**config.mk**
```make
export PLATFORM = sky130hd
export DESIGN_NAME = glitch_pulse_gen
export DESIGN_NICKNAME = d
export VERILOG_FILES = /design/src/rtl/glitch_pkg.sv /design/src/rtl/sync_edge.sv /design/src/rtl/glitch_pulse_gen.sv
export SDC_FILE = /design/constraint.sdc
export NUM_CORES = 1
export LEC_CHECK = 0
export BUFFER_PORTS_ARGS = -buffer_cell sky130_fd_sc_hd__buf_2
export CORE_AREA = 2 2 150 152
export DETAILED_ROUTE_END_ITERATION = 10
export DIE_AREA = 0 0 152 154
export PLACE_DENSITY = 0.64
export SLEW_MARGIN = 10
export SYNTH_ARGS = -nofsm -noshare
export SYNTH_HDL_FRONTEND = slang
export SYNTH_HIERARCHICAL = 1
export SYNTH_SLANG_ARGS = --single-unit
```
**constraint.sdc**
```tcl
create_clock -name clk -period 2.95 [get_ports clk]
set_input_delay 0.59 -clock clk [delete_from_list [all_inputs] [get_ports clk]]
set_output_delay 0.59 -clock clk [all_outputs]
set_load 0.01 [all_outputs]
```
**src/rtl/glitch_pkg.sv**
```systemverilog
// Shared definitions for the glitch pulse generator: FSM state encoding,
// default counter width and a small config-sanitising helper.
package glitch_pkg;

    localparam int CNT_W_DEF = 32;

    typedef enum logic [2:0] {
        ST_IDLE  = 3'd0,
        ST_ARMED = 3'd1,
        ST_DELAY = 3'd2,
        ST_PULSE = 3'd3,
        ST_GAP   = 3'd4
    } state_t;

    // A repeat count of zero would mean "no pulse", which is never useful; promote it to one.
    function automatic logic [7:0] at_least_one8(input logic [7:0] val);
        return (val == 8'd0) ? 8'd1 : val;
    endfunction

endpackage

```
**src/rtl/sync_edge.sv**
```systemverilog
// Two-flop synchroniser for an asynchronous input, followed by a registered
// rising-edge detector producing a one-cycle pulse.
module sync_edge (
    input  logic clk,
    input  logic reset,
    input  logic i_async,
    output logic o_rise
);

    logic r_meta;
    logic r_sync;
    logic r_prev;
    logic r_rise;

    always_ff @(posedge clk) begin
        if (reset) begin
            r_meta <= 1'b0;
            r_sync <= 1'b0;
            r_prev <= 1'b0;
            r_rise <= 1'b0;
        end else begin
            r_meta <= i_async;
            r_sync <= r_meta;
            r_prev <= r_sync;
            r_rise <= r_sync & ~r_prev;
        end
    end

    assign o_rise = r_rise;

endmodule

```
**src/rtl/glitch_pulse_gen.sv**
```systemverilog
// Armed, trigger-driven glitch pulse generator: after a synchronised trigger
// edge, waits a delay then emits a train of width/gap pulses.
module glitch_pulse_gen
    import glitch_pkg::*;
#(
    parameter int CNT_W = CNT_W_DEF
) (
    input  logic             clk,
    input  logic             reset,
    input  logic             i_arm,
    input  logic             i_disarm,
    input  logic             i_trig,
    input  logic [CNT_W-1:0] i_delay,
    input  logic [CNT_W-1:0] i_width,
    input  logic [CNT_W-1:0] i_gap,
    input  logic [7:0]       i_repeat,
    output logic             o_glitch,
    output logic             o_armed,
    output logic             o_firing,
    output logic             o_done
);

    localparam logic [CNT_W-1:0] ONE = 1;

    state_t           r_state, w_state_next;
    logic [CNT_W-1:0] r_cnt, w_cnt_next;
    logic [CNT_W-1:0] r_delay, r_width, r_gap;
    logic [7:0]       r_repeat;
    logic [7:0]       r_left, w_left_next;
    logic             w_done_next;
    logic             w_load;
    logic             w_rise;
    logic             r_glitch, r_armed, r_firing, r_done;

    sync_edge u_trig_sync (
        .clk     (clk),
        .reset   (reset),
        .i_async (i_trig),
        .o_rise  (w_rise)
    );

    // Counters load value-1 and terminate at zero, so they never wrap.
    always_comb begin
        w_state_next = r_state;
        w_cnt_next   = r_cnt;
        w_left_next  = r_left;
        w_done_next  = 1'b0;
        w_load       = 1'b0;
        if (i_disarm) begin
            w_state_next = ST_IDLE;
            w_cnt_next   = '0;
            w_left_next  = '0;
        end else begin
            case (r_state)
                ST_IDLE: begin
                    if (i_arm) begin
                        w_state_next = ST_ARMED;
                        w_load       = 1'b1;
                    end
                end
                ST_ARMED: begin
                    if (w_rise) begin
                        w_left_next = r_repeat - 8'd1;
                        if (r_delay != '0) begin
                            w_state_next = ST_DELAY;
                            w_cnt_next   = r_delay - ONE;
                        end else begin
                            w_state_next = ST_PULSE;
                            w_cnt_next   = r_width - ONE;
                        end
                    end
                end
                ST_DELAY, ST_GAP: begin
                    if (r_cnt == '0) begin
                        w_state_next = ST_PULSE;
                        w_cnt_next   = r_width - ONE;
                    end else begin
                        w_cnt_next = r_cnt - ONE;
                    end
                end
                ST_PULSE: begin
                    if (r_cnt != '0) begin
                        w_cnt_next = r_cnt - ONE;
                    end else if (r_left != 8'd0) begin
                        w_state_next = ST_GAP;
                        w_cnt_next   = r_gap - ONE;
                        w_left_next  = r_left - 8'd1;
                    end else begin
                        w_state_next = ST_IDLE;
                        w_done_next  = 1'b1;
                    end
                end
                default: begin
                    w_state_next = ST_IDLE;
                    w_cnt_next   = '0;
                    w_left_next  = '0;
                end
            endcase
        end
    end

    // Outputs are registered from the next state so they line up with the state register.
    always_ff @(posedge clk) begin
        if (reset) begin
            r_state  <= ST_IDLE;
            r_cnt    <= '0;
            r_left   <= '0;
            r_delay  <= '0;
            r_width  <= '0;
            r_gap    <= '0;
            r_repeat <= '0;
            r_glitch <= 1'b0;
            r_armed  <= 1'b0;
            r_firing <= 1'b0;
            r_done   <= 1'b0;
        end else begin
            r_state  <= w_state_next;
            r_cnt    <= w_cnt_next;
            r_left   <= w_left_next;
            if (w_load) begin
                r_delay  <= i_delay;
                r_width  <= (i_width == '0) ? ONE : i_width;
                r_gap    <= (i_gap == '0) ? ONE : i_gap;
                r_repeat <= at_least_one8(i_repeat);
            end
            r_glitch <= (w_state_next == ST_PULSE);
            r_armed  <= (w_state_next == ST_ARMED);
            r_firing <= (w_state_next == ST_DELAY) || (w_state_next == ST_PULSE) ||
                        (w_state_next == ST_GAP);
            r_done   <= w_done_next;
        end
    end

    assign o_glitch = r_glitch;
    assign o_armed  = r_armed;
    assign o_firing = r_firing;
    assign o_done   = r_done;

endmodule

```
======== Yosys cells after proc, flatten, opt, wreduce, memory -nomap -nowiden ========
Index checks and enable logic that the tools add are counted.
operators by class
  reduce and logical (&&, ||, !) cells .... 16
  mux-type cells .......................... 25
  add/sub/neg operators ................... 6
  eq/ne operators ......................... 12
  bitwise logic cells ..................... 5
operators with widths
  cell                                                                   number
  32-bit two-way mux                                                     7
  32-bit one-hot mux with 4 select lines                                 1
  32-bit by 1-bit subtractor with 32-bit output (second input constant)  4
  32-bit logical NOT                                                     3
  32-bit nonzero test                                                    2
  8-bit two-way mux                                                      4
  8-bit one-hot mux with 3 select lines                                  1
  3-bit two-way mux                                                      6
  8-bit by 1-bit subtractor with 8-bit output (second input constant)    2
  3-bit by 2-bit == test with 1-bit output (second input constant)       4
  3-bit one-hot mux with 4 select lines                                  1
  8-bit logical NOT                                                      1
  8-bit nonzero test                                                     1
  3-bit by 1-bit == test with 1-bit output (second input constant)       2
  3-bit == test (second input constant)                                  2
  1-bit two-way mux                                                      5
  2-bit != test (second input constant)                                  2
  1-bit NOT                                                              4
  4-bit AND reduction                                                    1
  2-bit OR reduction                                                     2
  4-bit OR reduction                                                     1
  3-bit logical NOT                                                      1
  3-bit != test (second input constant)                                  1
  3-bit AND reduction                                                    1
  other kinds (4)                                                        5
storage, ports and cells
  output and inout port bits .............. 4
  word-level logic and storage cells ...... 79
  bits in registers ....................... 155
  input bits .............................. 109

======== Logic depth before layout (Yosys ltp) ========
Gate-level depths: netlist of the first run.
  depth in word-level cells ............... 8
  gate-level depth with buffers ........... 11
  gate-level depth less buffers ........... 10

======== Hierarchy ========
The synthesis of the first run kept the hierarchy.
modules (own cells, without submodules)
  module            seq. area each (um^2)  times used  cells an instance  area an instance (um^2)
  glitch_pulse_gen  3,022.9                1           1,286              9,307.7
  sync_edge         80.1                   1           8                  111.4

======== Worst setup path before layout of the first run ========
No wires, ideal clock.
  path type ............................... flip-flop to flip-flop
  from .................................... register r_delay[24]
  to ...................................... register r_cnt[7]
  required time ........................... 2.874 ns
  period minus slack after synthesis ...... 2.533 ns
  setup time .............................. 0.076 ns
  buffers on the path ..................... 1
  path slack .............................. 0.417 ns
  stages on the path, launching flop included .. 9
  arrival ................................. 2.457 ns
  cells stage by stage .................... dfxtp_1 or4_4 or4_4 or4_1 buf_2 and3_4 a211oi_2 a21oi_1 o22ai_1
on the way
  cells in the longest elaborated chain, start to end .. 4
RTL lines
  element                                 line                     RTL
  start: declaration                      glitch_pulse_gen.sv:27   logic [CNT_W-1:0] r_delay, r_width, r_gap;
  start signal: assignment                glitch_pulse_gen.sv:121  r_delay <= i_delay;
  32-bit nonzero test                     glitch_pulse_gen.sv:64   if (r_delay != '0) begin
  32-bit two-way mux                      glitch_pulse_gen.sv:64
  32-bit two-way mux                      glitch_pulse_gen.sv:62   if (w_rise) begin
  32-bit one-hot mux with 4 select lines  glitch_pulse_gen.sv:54   case (r_state)
  end signal: assignment                  glitch_pulse_gen.sv:118  r_cnt <= w_cnt_next;
  end: declaration                        glitch_pulse_gen.sv:26   logic [CNT_W-1:0] r_cnt, w_cnt_next;
Every way passes these cells. The select of a mux whose other input is x is not followed.
A chain may end at the register's enable or synchronous reset.

======== Worst setup path after layout of the first run ========
  from .................................... register r_width[6]
  to ...................................... register r_cnt[27]
on the way
  cells in the longest elaborated chain, start to end .. 4
  elaborated cells on any way between the ends .. 5
  those cells by class .................... add/sub: 1; mux: 4
RTL lines
  element                                          line                                            RTL
  start: declaration                               glitch_pulse_gen.sv:27
  start signal: assignment                         glitch_pulse_gen.sv:122                         r_width <= (i_width == '0) ? ONE : i_width;
  32-bit by 1-bit subtractor with 32-bit output *  glitch_pulse_gen.sv:69, glitch_pulse_gen.sv:76
  32-bit two-way mux                               glitch_pulse_gen.sv:64
  32-bit two-way mux                               glitch_pulse_gen.sv:62
  32-bit one-hot mux with 4 select lines *         glitch_pulse_gen.sv:54
Mark *: on every way between the ends. The rest lies on a longest branch, timed or not. The select of a mux whose other input is x is not followed.

==> flow_summary.html, run 1 <==
<table>
<tr><th>Metric</th><th>Value</th></tr>
<tr><th colspan="2">Status</th></tr>
<tr><td>Run status</td><td>finished, final reports clean</td></tr>
<tr><th colspan="2">Finish</th></tr>
<tr><td>Finished Layout Cells</td><td>1710</td></tr>
<tr><td>Most common library cell in the layout ignoring fill and taps</td><td>sky130_fd_sc_hd__nand2_1</td></tr>
<tr><td>Filler instances</td><td>2178</td></tr>
<tr><td>Net count of the finished layout</td><td>1533</td></tr>
<tr><td>Layout cells sized above 1</td><td>17.3%</td></tr>
<tr><td>Commonest cells after routing, fill and taps aside</td><td>sky130_fd_sc_hd__nand2_1, sky130_fd_sc_hd__a21oi_1, sky130_fd_sc_hd__dfxtp_1</td></tr>
<tr><td>Cell area after layout</td><td>0.0112 mm2</td></tr>
<tr><td>Final antenna diode count</td><td>0</td></tr>
<tr><td>Area delta synth-&gt;final</td><td>19.3%</td></tr>
<tr><th colspan="2">Worst setup path</th></tr>
<tr><td>CP Max Fanout</td><td>7</td></tr>
<tr><td>Count of cell instances traversed by the critical path</td><td>8</td></tr>
<tr><td>Reg-to-reg slack, setup</td><td>0.19 ns</td></tr>
<tr><td>Worst path max stage delay</td><td>0.58 ns</td></tr>
<tr><td>Max stage delay cell, worst path</td><td>sky130_fd_sc_hd__or4_4</td></tr>
<tr><td>Worst path most repeated cell</td><td>sky130_fd_sc_hd__o31ai_1</td></tr>
<tr><td>Arrival time of the worst setup path</td><td>3.08 ns</td></tr>
<tr><td>Nature of the critical path endpoint</td><td>flop</td></tr>
<tr><td>Crit path capture</td><td>r_cnt[27]</td></tr>
<tr><td>Worst endpoint required time</td><td>3.28 ns</td></tr>
<tr><td>R2R Path Start</td><td>r_width[6]</td></tr>
<tr><td>Worst Path Class, Setup</td><td>reg2reg</td></tr>
<tr><td>Count of cells along the worst register-to-register path</td><td>8</td></tr>
<tr><td>Critical path, cell by cell</td><td>or4_4 -&gt; or3_1 -&gt; o31ai_1 -&gt; buf_4 -&gt; a21oi_1 -&gt; nor4_1 -&gt; o31ai_1 -&gt; a211o_1</td></tr>
<tr><td>Worst path bufs/invs</td><td>1</td></tr>
<tr><td>Startpoint type of the worst setup path</td><td>flop</td></tr>
<tr><td>Category of cells accounting for the largest share of critical-path delay</td><td>simple AND/OR/NAND/NOR gates</td></tr>
<tr><td>RR Endpoint</td><td>r_cnt[27]</td></tr>
<tr><td>Launching instance or port of the critical path</td><td>r_width[6]</td></tr>
<tr><th colspan="2">Route</th></tr>
<tr><td>Via total after detailed routing</td><td>10.1k</td></tr>
<tr><td>Final routed DRC violation total</td><td>0</td></tr>
<tr><td>Antenna Violating Nets Remaining</td><td>0</td></tr>
<tr><td>Number of search-and-repair iterations in the first detailed-routing pass</td><td>5</td></tr>
<tr><td>Aggregate routed wire length</td><td>31.1 mm</td></tr>
<tr><td>Via density per instance</td><td>5.88</td></tr>
<tr><td>Iter 0 DRT Violations</td><td>845</td></tr>
<tr><td>WL/cell</td><td>18.2 um</td></tr>
<tr><th colspan="2">Timing</th></tr>
<tr><td>Endpoints failing setup</td><td>0</td></tr>
<tr><td>Pins Over Slew Limit</td><td>0</td></tr>
<tr><td>Unrepaired setup endpoints after global routing</td><td>false</td></tr>
<tr><td>Final setup skew</td><td>0.00869 ns</td></tr>
<tr><td>Setup TNS Final</td><td>0 ns</td></tr>
<tr><td>Tcrit/Tclk final</td><td>93.5%</td></tr>
<tr><td>Final number of hold-violating endpoints</td><td>0</td></tr>
<tr><td>Minimum period implied by the final worst setup slack</td><td>2.76 ns</td></tr>
<tr><td>Achievable clock frequency</td><td>362 MHz</td></tr>
<tr><td>Least-Margin Pin Slew</td><td>1.19 ns</td></tr>
<tr><td>Worst slew slack as a fraction of its limit</td><td>19.8%</td></tr>
<tr><th colspan="2">Synthesis</th></tr>
<tr><td>Post-synthesis sequential area ratio</td><td>32.9%</td></tr>
<tr><td>Synthesized instance count</td><td>1294</td></tr>
<tr><td>Ys flop type</td><td>sky130_fd_sc_hd__dfxtp_1</td></tr>
<tr><td>Post-Syn Nets</td><td>1410</td></tr>
<tr><td>Number of different library cells in the post-synthesis netlist</td><td>71</td></tr>
<tr><td>Share of flip-flops with an asynchronous set or reset after synthesis</td><td>0%</td></tr>
<tr><td>Number of enable flip-flop cells after synthesis</td><td>0</td></tr>
<tr><td>Register bit count reported by yosys</td><td>155</td></tr>
<tr><td>Post-synth design cell area</td><td>0.00942 mm2</td></tr>
<tr><td>Top cells by area in the synthesized netlist</td><td>sky130_fd_sc_hd__dfxtp_1, sky130_fd_sc_hd__nand2_1, sky130_fd_sc_hd__a21oi_1</td></tr>
<tr><td>Mean post-synth cell area</td><td>7.28 um2</td></tr>
<tr><td>Proportion of netlist area held by the largest area contributor</td><td>32.9%</td></tr>
<tr><td>Synth area leader</td><td>sky130_fd_sc_hd__dfxtp_1</td></tr>
<tr><td>Number of warnings reported in the yosys synthesis log</td><td>6</td></tr>
<tr><th colspan="2">Clock tree</th></tr>
<tr><td>Root buffer selected by CTS</td><td>sky130_fd_sc_hd__clkbuf_16</td></tr>
<tr><td>Number of buffers created by CTS</td><td>17</td></tr>
<tr><td>Insertion delay to the later sink of the worst-skew pair</td><td>0.44 ns</td></tr>
<tr><td>Clock buffer depth</td><td>2</td></tr>
<tr><td># Post-CTS Setup Buffers</td><td>0</td></tr>
<tr><td>Clock tree from TritonCTS</td><td>done</td></tr>
<tr><td>Clock transition time at the flip-flop clock pins of the worst setup and hold paths</td><td>0.06 ns</td></tr>
<tr><td>Sink count of the clock tree</td><td>155</td></tr>
<tr><td>CTS H-Tree Depth</td><td>4</td></tr>
<tr><th colspan="2">Run</th></tr>
<tr><td>Max-cap violations</td><td>0</td></tr>
<tr><th colspan="2">Global routing</th></tr>
<tr><td>All-Layer GR Usage</td><td>26.3%</td></tr>
<tr><td>Largest net degree at the start of global routing</td><td>109</td></tr>
<tr><td>Grt ovf</td><td>0</td></tr>
<tr><td>First-pass GRT wire length</td><td>49.4 mm</td></tr>
<tr><td>Via count of the first global-routing pass</td><td>9137</td></tr>
<tr><td>Initial antenna violation count</td><td>0</td></tr>
<tr><th colspan="2">Floorplanning</th></tr>
<tr><td>Placeable Area</td><td>0.0217 mm2</td></tr>
<tr><td>Placement row count</td><td>54</td></tr>
<tr><td>Die X</td><td>152 um</td></tr>
<tr><td>Top Ports</td><td>113</td></tr>
<tr><td>Initial Utilization</td><td>43.4%</td></tr>
<tr><td>DIE HEIGHT</td><td>154 um</td></tr>
<tr><td>Die Outline Area</td><td>0.0234 mm2</td></tr>
<tr><th colspan="2">Placement</th></tr>
<tr><td>Half-perimeter wire length after placement</td><td>23.2 mm</td></tr>
<tr><td>RePlAce Congestion</td><td>0.930</td></tr>
<tr><td>Post-DP Area</td><td>0.0106 mm2</td></tr>
<tr><td>Number of placed cells counting well taps</td><td>1678</td></tr>
<tr><td>Count of buffers inserted at the top-level ports</td><td>112</td></tr>
<tr><th colspan="2">Power and ir drop</th></tr>
<tr><td>Maximum vdd ir drop</td><td>0.000354 V</td></tr>
<tr><td>Ratio of total power to cell area</td><td>522 mW/mm2</td></tr>
<tr><td>Lkg Pwr</td><td>4.41 nW</td></tr>
<tr><th colspan="2">Min path</th></tr>
<tr><td>Class of the tightest hold or removal check</td><td>in2reg</td></tr>
</table>
[synth_stat cells, drive strengths merged, types with 4 or more instances]
library cell,instances
nand2b,4
a21oi,157
a22oi,10
xnor2,58
dfxtp,155
or3,15
nand4,21
o21ai,61
o221ai,4
nor3,53
a31oi,8
nor2b,7
clkbuf,72
or4,21
nand3b,6
nor4,67
or2,9
and3,10
nor3b,4
nand3,28
mux2i,7
nand2,271
buf,7
nor2,70
o41ai,4
inv,14
a211oi,9
o22ai,22
xor2,41
o31ai,9
nor4b,4
ha,7
o211ai,16
[layer usage]
layer / share of wire (%) / vias to the layer above / GRT usage, %
met1: 46 / 4695 / 36.2
met3: 7.2 / 55 / 5.64
met5: 0 / - / 0
met4: 3.2 / 0 / 10.1
li1: - / 4958 / -
met2: 44 / 353 / 40.3
[flip-flops by register name, indices dropped and copies added (netlist names)]
| register | cells |
|---|---|
| r_cnt | 32 |
| r_delay | 32 |
| r_gap | 32 |
| r_width | 32 |
| r_left | 8 |
| r_repeat | 8 |
| r_state | 3 |
| o_armed | 1 |
| o_done | 1 |
| o_firing | 1 |
| o_glitch | 1 |
| u_trig_sync/o_rise | 1 |
| u_trig_sync/r_meta | 1 |
| u_trig_sync/r_prev | 1 |
| u_trig_sync/r_sync | 1 |
[how the worst min path moves through the flow]
stage,start,to,cells past startpoint
after floorplan,u_trig_sync/r_prev,u_trig_sync/o_rise,1
after global placement,u_trig_sync/r_prev,u_trig_sync/o_rise,1
after detailed placement,u_trig_sync/r_prev,u_trig_sync/o_rise,1
after CTS,i_delay[10],r_delay[10],3
after global routing,i_delay[17],r_delay[17],3
final,i_trig,u_trig_sync/r_meta,2
[metrics by stage]
| stage | setup slack, ns | hold WS, ns | power, W | util [%] |
|---|---|---|---|---|
| after floorplan | 0.417 | 0.387 | 0.00312 | - |
| after global placement | 0.180 | 0.404 | 0.00365 | 49.0 |
| after detailed placement | 0.0781 | 0.417 | 0.00367 | 49.0 |
| after CTS | 0.0367 | 0.382 | 0.00586 | 51.7 |
| after global routing | 0.0582 | 0.388 | 0.00612 | 51.8 |
| final | 0.191 | 0.382 | 0.00586 | 51.8 |
[cell type report]
cell class                 count  area [um2]  share of cell area (%)
clock inverter                13         133                    1.18
timing repair buffer         183        1150                    10.2
clock buffer                  19         453                    4.03
multi-input combinational   1046        6000                    53.4
tap                          280         350                    3.12
sequential                   155        3100                    27.6
inverter                      14        52.6                   0.468
[power by group]
group          leakage, nW  switching [W]  internal [W]
clock network        0.275       0.000983       0.00123
logic                 2.88       0.000847      0.000548
registers             1.26      0.0000948       0.00217
[kinds of logic after synthesis]
family	Yosys count	synth area share, %
and+or+nand+nor	600	31.2
AOI/OAI and AO/OA	332	21.0
DFF	155	32.9
xor gates and xnor gates	99	9.21
buffers and inverters	93	3.85
muxes	8	0.863
adders and majority gates	7	0.930
[repair_timing]
action / in CTS / in global routing
resized for setup: 0 / 4
setup endpoints to repair: 0 / 2
hold buffers: 0 / 0
No activity file was read; power rests on OpenSTA's default activity.
==> run 2: changes to the inputs <==
CORE_AREA = 2 2 130 132   (was 2 2 150 152)
DIE_AREA = 0 0 132 134   (was 0 0 152 154)
PLACE_DENSITY = 0.81   (was 0.64)
==> flow_summary.html, run 2 (synthesis gave the netlist of run 1 again) <==
<table>
<tr><th>Metric</th><th>Value</th></tr>
<tr><th colspan="2">Worst setup path</th></tr>
<tr><td>Arrival time of the worst setup path</td><td>3.16 ns (+0.08 ns)</td></tr>
<tr><td>Startpoint type of the worst setup path</td><td>flop</td></tr>
<tr><td>CP Max Fanout</td><td>7 (unchanged)</td></tr>
<tr><td>Worst endpoint required time</td><td>3.27 ns (about the same)</td></tr>
<tr><td>Nature of the critical path endpoint</td><td>flop</td></tr>
<tr><td>Worst Path Class, Setup</td><td>reg2reg</td></tr>
<tr><th colspan="2">Clock tree</th></tr>
<tr><td># Post-CTS Setup Buffers</td><td>0 (unchanged)</td></tr>
<tr><td>CTS H-Tree Depth</td><td>4 (unchanged)</td></tr>
<tr><td>Clock tree from TritonCTS</td><td>done</td></tr>
<tr><td>Number of buffers created by CTS</td><td>17 (unchanged)</td></tr>
<tr><td>Root buffer selected by CTS</td><td>sky130_fd_sc_hd__clkbuf_16</td></tr>
<tr><td>Count of hold-fix buffers inserted at cts</td><td>0 (unchanged)</td></tr>
<tr><td>Clock buffer depth</td><td>2 (unchanged)</td></tr>
<tr><td>Resized Gates After CTS</td><td>0 (unchanged)</td></tr>
<tr><td>Insertion delay to the later sink of the worst-skew pair</td><td>0.43 ns (about the same)</td></tr>
<tr><td>Clock transition time at the flip-flop clock pins of the worst setup and hold paths</td><td>0.07 ns (about the same)</td></tr>
<tr><td>Sink count of the clock tree</td><td>155 (unchanged)</td></tr>
<tr><th colspan="2">Finish</th></tr>
<tr><td>Post-layout utilization of the core</td><td>68.3% (+16 points)</td></tr>
<tr><td>Layout cells sized above 1</td><td>16.8% (-0.49 points)</td></tr>
<tr><td>Area delta synth-&gt;final</td><td>18.1%</td></tr>
<tr><td>Commonest cells after routing, fill and taps aside</td><td>sky130_fd_sc_hd__nand2_1, sky130_fd_sc_hd__a21oi_1, sky130_fd_sc_hd__dfxtp_1</td></tr>
<tr><td>Cell area after layout</td><td>0.0111 mm2 (-1.0%)</td></tr>
<tr><td>Net count of the finished layout</td><td>1521 (-0.78%)</td></tr>
<tr><td>Final antenna diode count</td><td>0 (unchanged)</td></tr>
<tr><td>Filler instances</td><td>1435 (-34%)</td></tr>
<tr><td>Finished Layout Cells</td><td>1638 (-4.2%)</td></tr>
<tr><td>Most common library cell in the layout ignoring fill and taps</td><td>sky130_fd_sc_hd__nand2_1</td></tr>
<tr><th colspan="2">Global routing</th></tr>
<tr><td>Via count of the first global-routing pass</td><td>9337 (+2.2%)</td></tr>
<tr><td>Met3 global-route usage</td><td>7.60% (+2.0 points)</td></tr>
<tr><td>GRT met2 Usage</td><td>53.7% (+13 points)</td></tr>
<tr><td>GR Util met1</td><td>45.8% (+9.6 points)</td></tr>
<tr><td>Largest net degree at the start of global routing</td><td>57 (-48%)</td></tr>
<tr><td>All-Layer GR Usage</td><td>34.4% (+8.1 points)</td></tr>
<tr><td>Initial antenna violation count</td><td>0 (unchanged)</td></tr>
<tr><td>Grt ovf</td><td>0 (unchanged)</td></tr>
<tr><td>Top Usage Layer GRT</td><td>met2</td></tr>
<tr><td>First-pass GRT wire length</td><td>48.8 mm (-1.2%)</td></tr>
<tr><th colspan="2">Route</th></tr>
<tr><td>Via density per instance</td><td>6.27 (+6.5%)</td></tr>
<tr><td>Iter 0 DRT Violations</td><td>1170 (+38%)</td></tr>
<tr><td>WL/cell</td><td>18.7 um (+2.8%)</td></tr>
<tr><td>Via total after detailed routing</td><td>10.3k (+2.0%)</td></tr>
<tr><td>Aggregate routed wire length</td><td>30.6 mm (-1.5%)</td></tr>
<tr><td>Number of search-and-repair iterations in the first detailed-routing pass</td><td>6 (+1)</td></tr>
<tr><td>Antenna Violating Nets Remaining</td><td>0 (unchanged)</td></tr>
<tr><td>Final routed DRC violation total</td><td>0 (unchanged)</td></tr>
<tr><th colspan="2">Floorplanning</th></tr>
<tr><td>Die X</td><td>132 um (-13%)</td></tr>
<tr><td>Initial Utilization</td><td>57.8% (+14 points)</td></tr>
<tr><td>Top Ports</td><td>113 (unchanged)</td></tr>
<tr><td>Die Outline Area</td><td>0.0177 mm2 (-24%)</td></tr>
<tr><td>Placeable Area</td><td>0.0163 mm2 (-25%)</td></tr>
<tr><td>DIE HEIGHT</td><td>134 um (-13%)</td></tr>
<tr><td>Placement row count</td><td>47 (-13%)</td></tr>
<tr><th colspan="2">Placement</th></tr>
<tr><td>Count of buffers inserted at the top-level ports</td><td>112 (unchanged)</td></tr>
<tr><td>Placement-stage worst setup slack</td><td>0.146 ns (+0.0680 ns)</td></tr>
<tr><td>Number of placed cells counting well taps</td><td>1606 (-4.3%)</td></tr>
<tr><td>Post-DP Area</td><td>0.0105 mm2 (-1.7%)</td></tr>
<tr><td>Half-perimeter wire length after placement</td><td>22.5 mm (-3.2%)</td></tr>
<tr><td>RePlAce Congestion</td><td>1.02 (+10%)</td></tr>
<tr><th colspan="2">Timing</th></tr>
<tr><td>Tcrit/Tclk final</td><td>96.2% (+2.6 points)</td></tr>
<tr><td>Minimum period implied by the final worst setup slack</td><td>2.84 ns (+0.0774 ns)</td></tr>
<tr><td>Endpoints failing setup</td><td>0 (unchanged)</td></tr>
<tr><td>Pins Over Slew Limit</td><td>0 (unchanged)</td></tr>
<tr><td>Final number of hold-violating endpoints</td><td>0 (unchanged)</td></tr>
<tr><td>Achievable clock frequency</td><td>353 MHz (-2.7%)</td></tr>
<tr><td>Setup slack of the critical path after layout</td><td>0.113 ns (-0.0774 ns)</td></tr>
<tr><td>Least-Margin Pin Slew</td><td>1.08 ns (-0.113 ns)</td></tr>
<tr><td>Worst slew slack as a fraction of its limit</td><td>27.3% (+7.6 points)</td></tr>
<tr><td>Final setup skew</td><td>0.00672 ns (-0.00197 ns)</td></tr>
<tr><td>Unrepaired setup endpoints after global routing</td><td>false</td></tr>
<tr><td>Setup TNS Final</td><td>0 ns (unchanged)</td></tr>
<tr><th colspan="2">Status</th></tr>
<tr><td>Run status</td><td>finished, final reports clean</td></tr>
<tr><th colspan="2">Power and ir drop</th></tr>
<tr><td>Lkg Pwr</td><td>4.39 nW (-0.62%)</td></tr>
<tr><td>Maximum vdd ir drop</td><td>0.000408 V (+15%)</td></tr>
<tr><td>Ratio of total power to cell area</td><td>539 mW/mm2 (+3.3%)</td></tr>
<tr><th colspan="2">Run</th></tr>
<tr><td>Max-cap violations</td><td>0 (unchanged)</td></tr>
<tr><th colspan="2">Min path</th></tr>
<tr><td>Class of the tightest hold or removal check</td><td>in2reg</td></tr>
</table>
## run 2: cell count changes in the layout (fill, tap and decap cells not counted), moves of 2 or more
cell                         previous run  this run
sky130_fd_sc_hd__buf_4                 68        57
sky130_fd_sc_hd__bufinv_16              1         3
sky130_fd_sc_hd__clkbuf_8               2         0
sky130_fd_sc_hd__clkinv_4               3         1
sky130_fd_sc_hd__clkinvlp_4             4         2
sky130_fd_sc_hd__inv_6                  4         6
sky130_fd_sc_hd__inv_8                  1         3
## run 2: routing by layer
metal,vias up,part of all wire [%],wire [um]
li1,4935,-,-
met1,4727,43,13100
met2,513,44,13600
met3,88,9.0,2760
met4,0,3.9,1210
met5,-,0,0
## run 2: report_power, final
part / switching [W] / leakage, nW / internal, W
combinational: 0.000842 / 2.82 / 0.000526
sequential: 0.0000986 / 1.26 / 0.00217
clock: 0.000995 / 0.302 / 0.00137
## run 2: final cells by class
type	count	area, um2	area share, %
flip-flops and latches	155	3100	27.9
clock inverters	15	200	1.80
well taps	220	275	2.47
repair buffers	171	1040	9.38
clock buffers	17	425	3.82
multi-input cells	1046	6020	54.2
inverters	14	52.6	0.472
## run 2: final timing paths
check                                   startpoint                 end  slack (ns)  depth (start not counted)
worst max register to register          r_width[6]           r_cnt[27]        0.11                          7
worst min-delay path                        i_trig  u_trig_sync/r_meta        0.37                          2
worst max-delay path                    r_width[6]           r_cnt[27]        0.11                          7
worst min register to register  u_trig_sync/r_prev  u_trig_sync/o_rise        0.43                          1
## run 2: critical path, cell delays in order, from the launching register on
cell                      delay [ns]
sky130_fd_sc_hd__dfxtp_1        0.37
sky130_fd_sc_hd__or4_4          0.58
sky130_fd_sc_hd__or3_1          0.41
sky130_fd_sc_hd__o31ai_1        0.43
sky130_fd_sc_hd__a21oi_1        0.12
sky130_fd_sc_hd__nor4_1         0.39
sky130_fd_sc_hd__o31ai_1        0.11
sky130_fd_sc_hd__a211o_1        0.31
## run 2: per-stage QoR
stage / total power [W] / hold WS, ns
2_1_floorplan: 0.00312 / 0.387
3_3_place_gp: 0.00360 / 0.401
3_5_place_dp: 0.00362 / 0.425
4_1_cts: 0.00595 / 0.370
5_1_grt: 0.00620 / 0.388
6_report: 0.00599 / 0.374
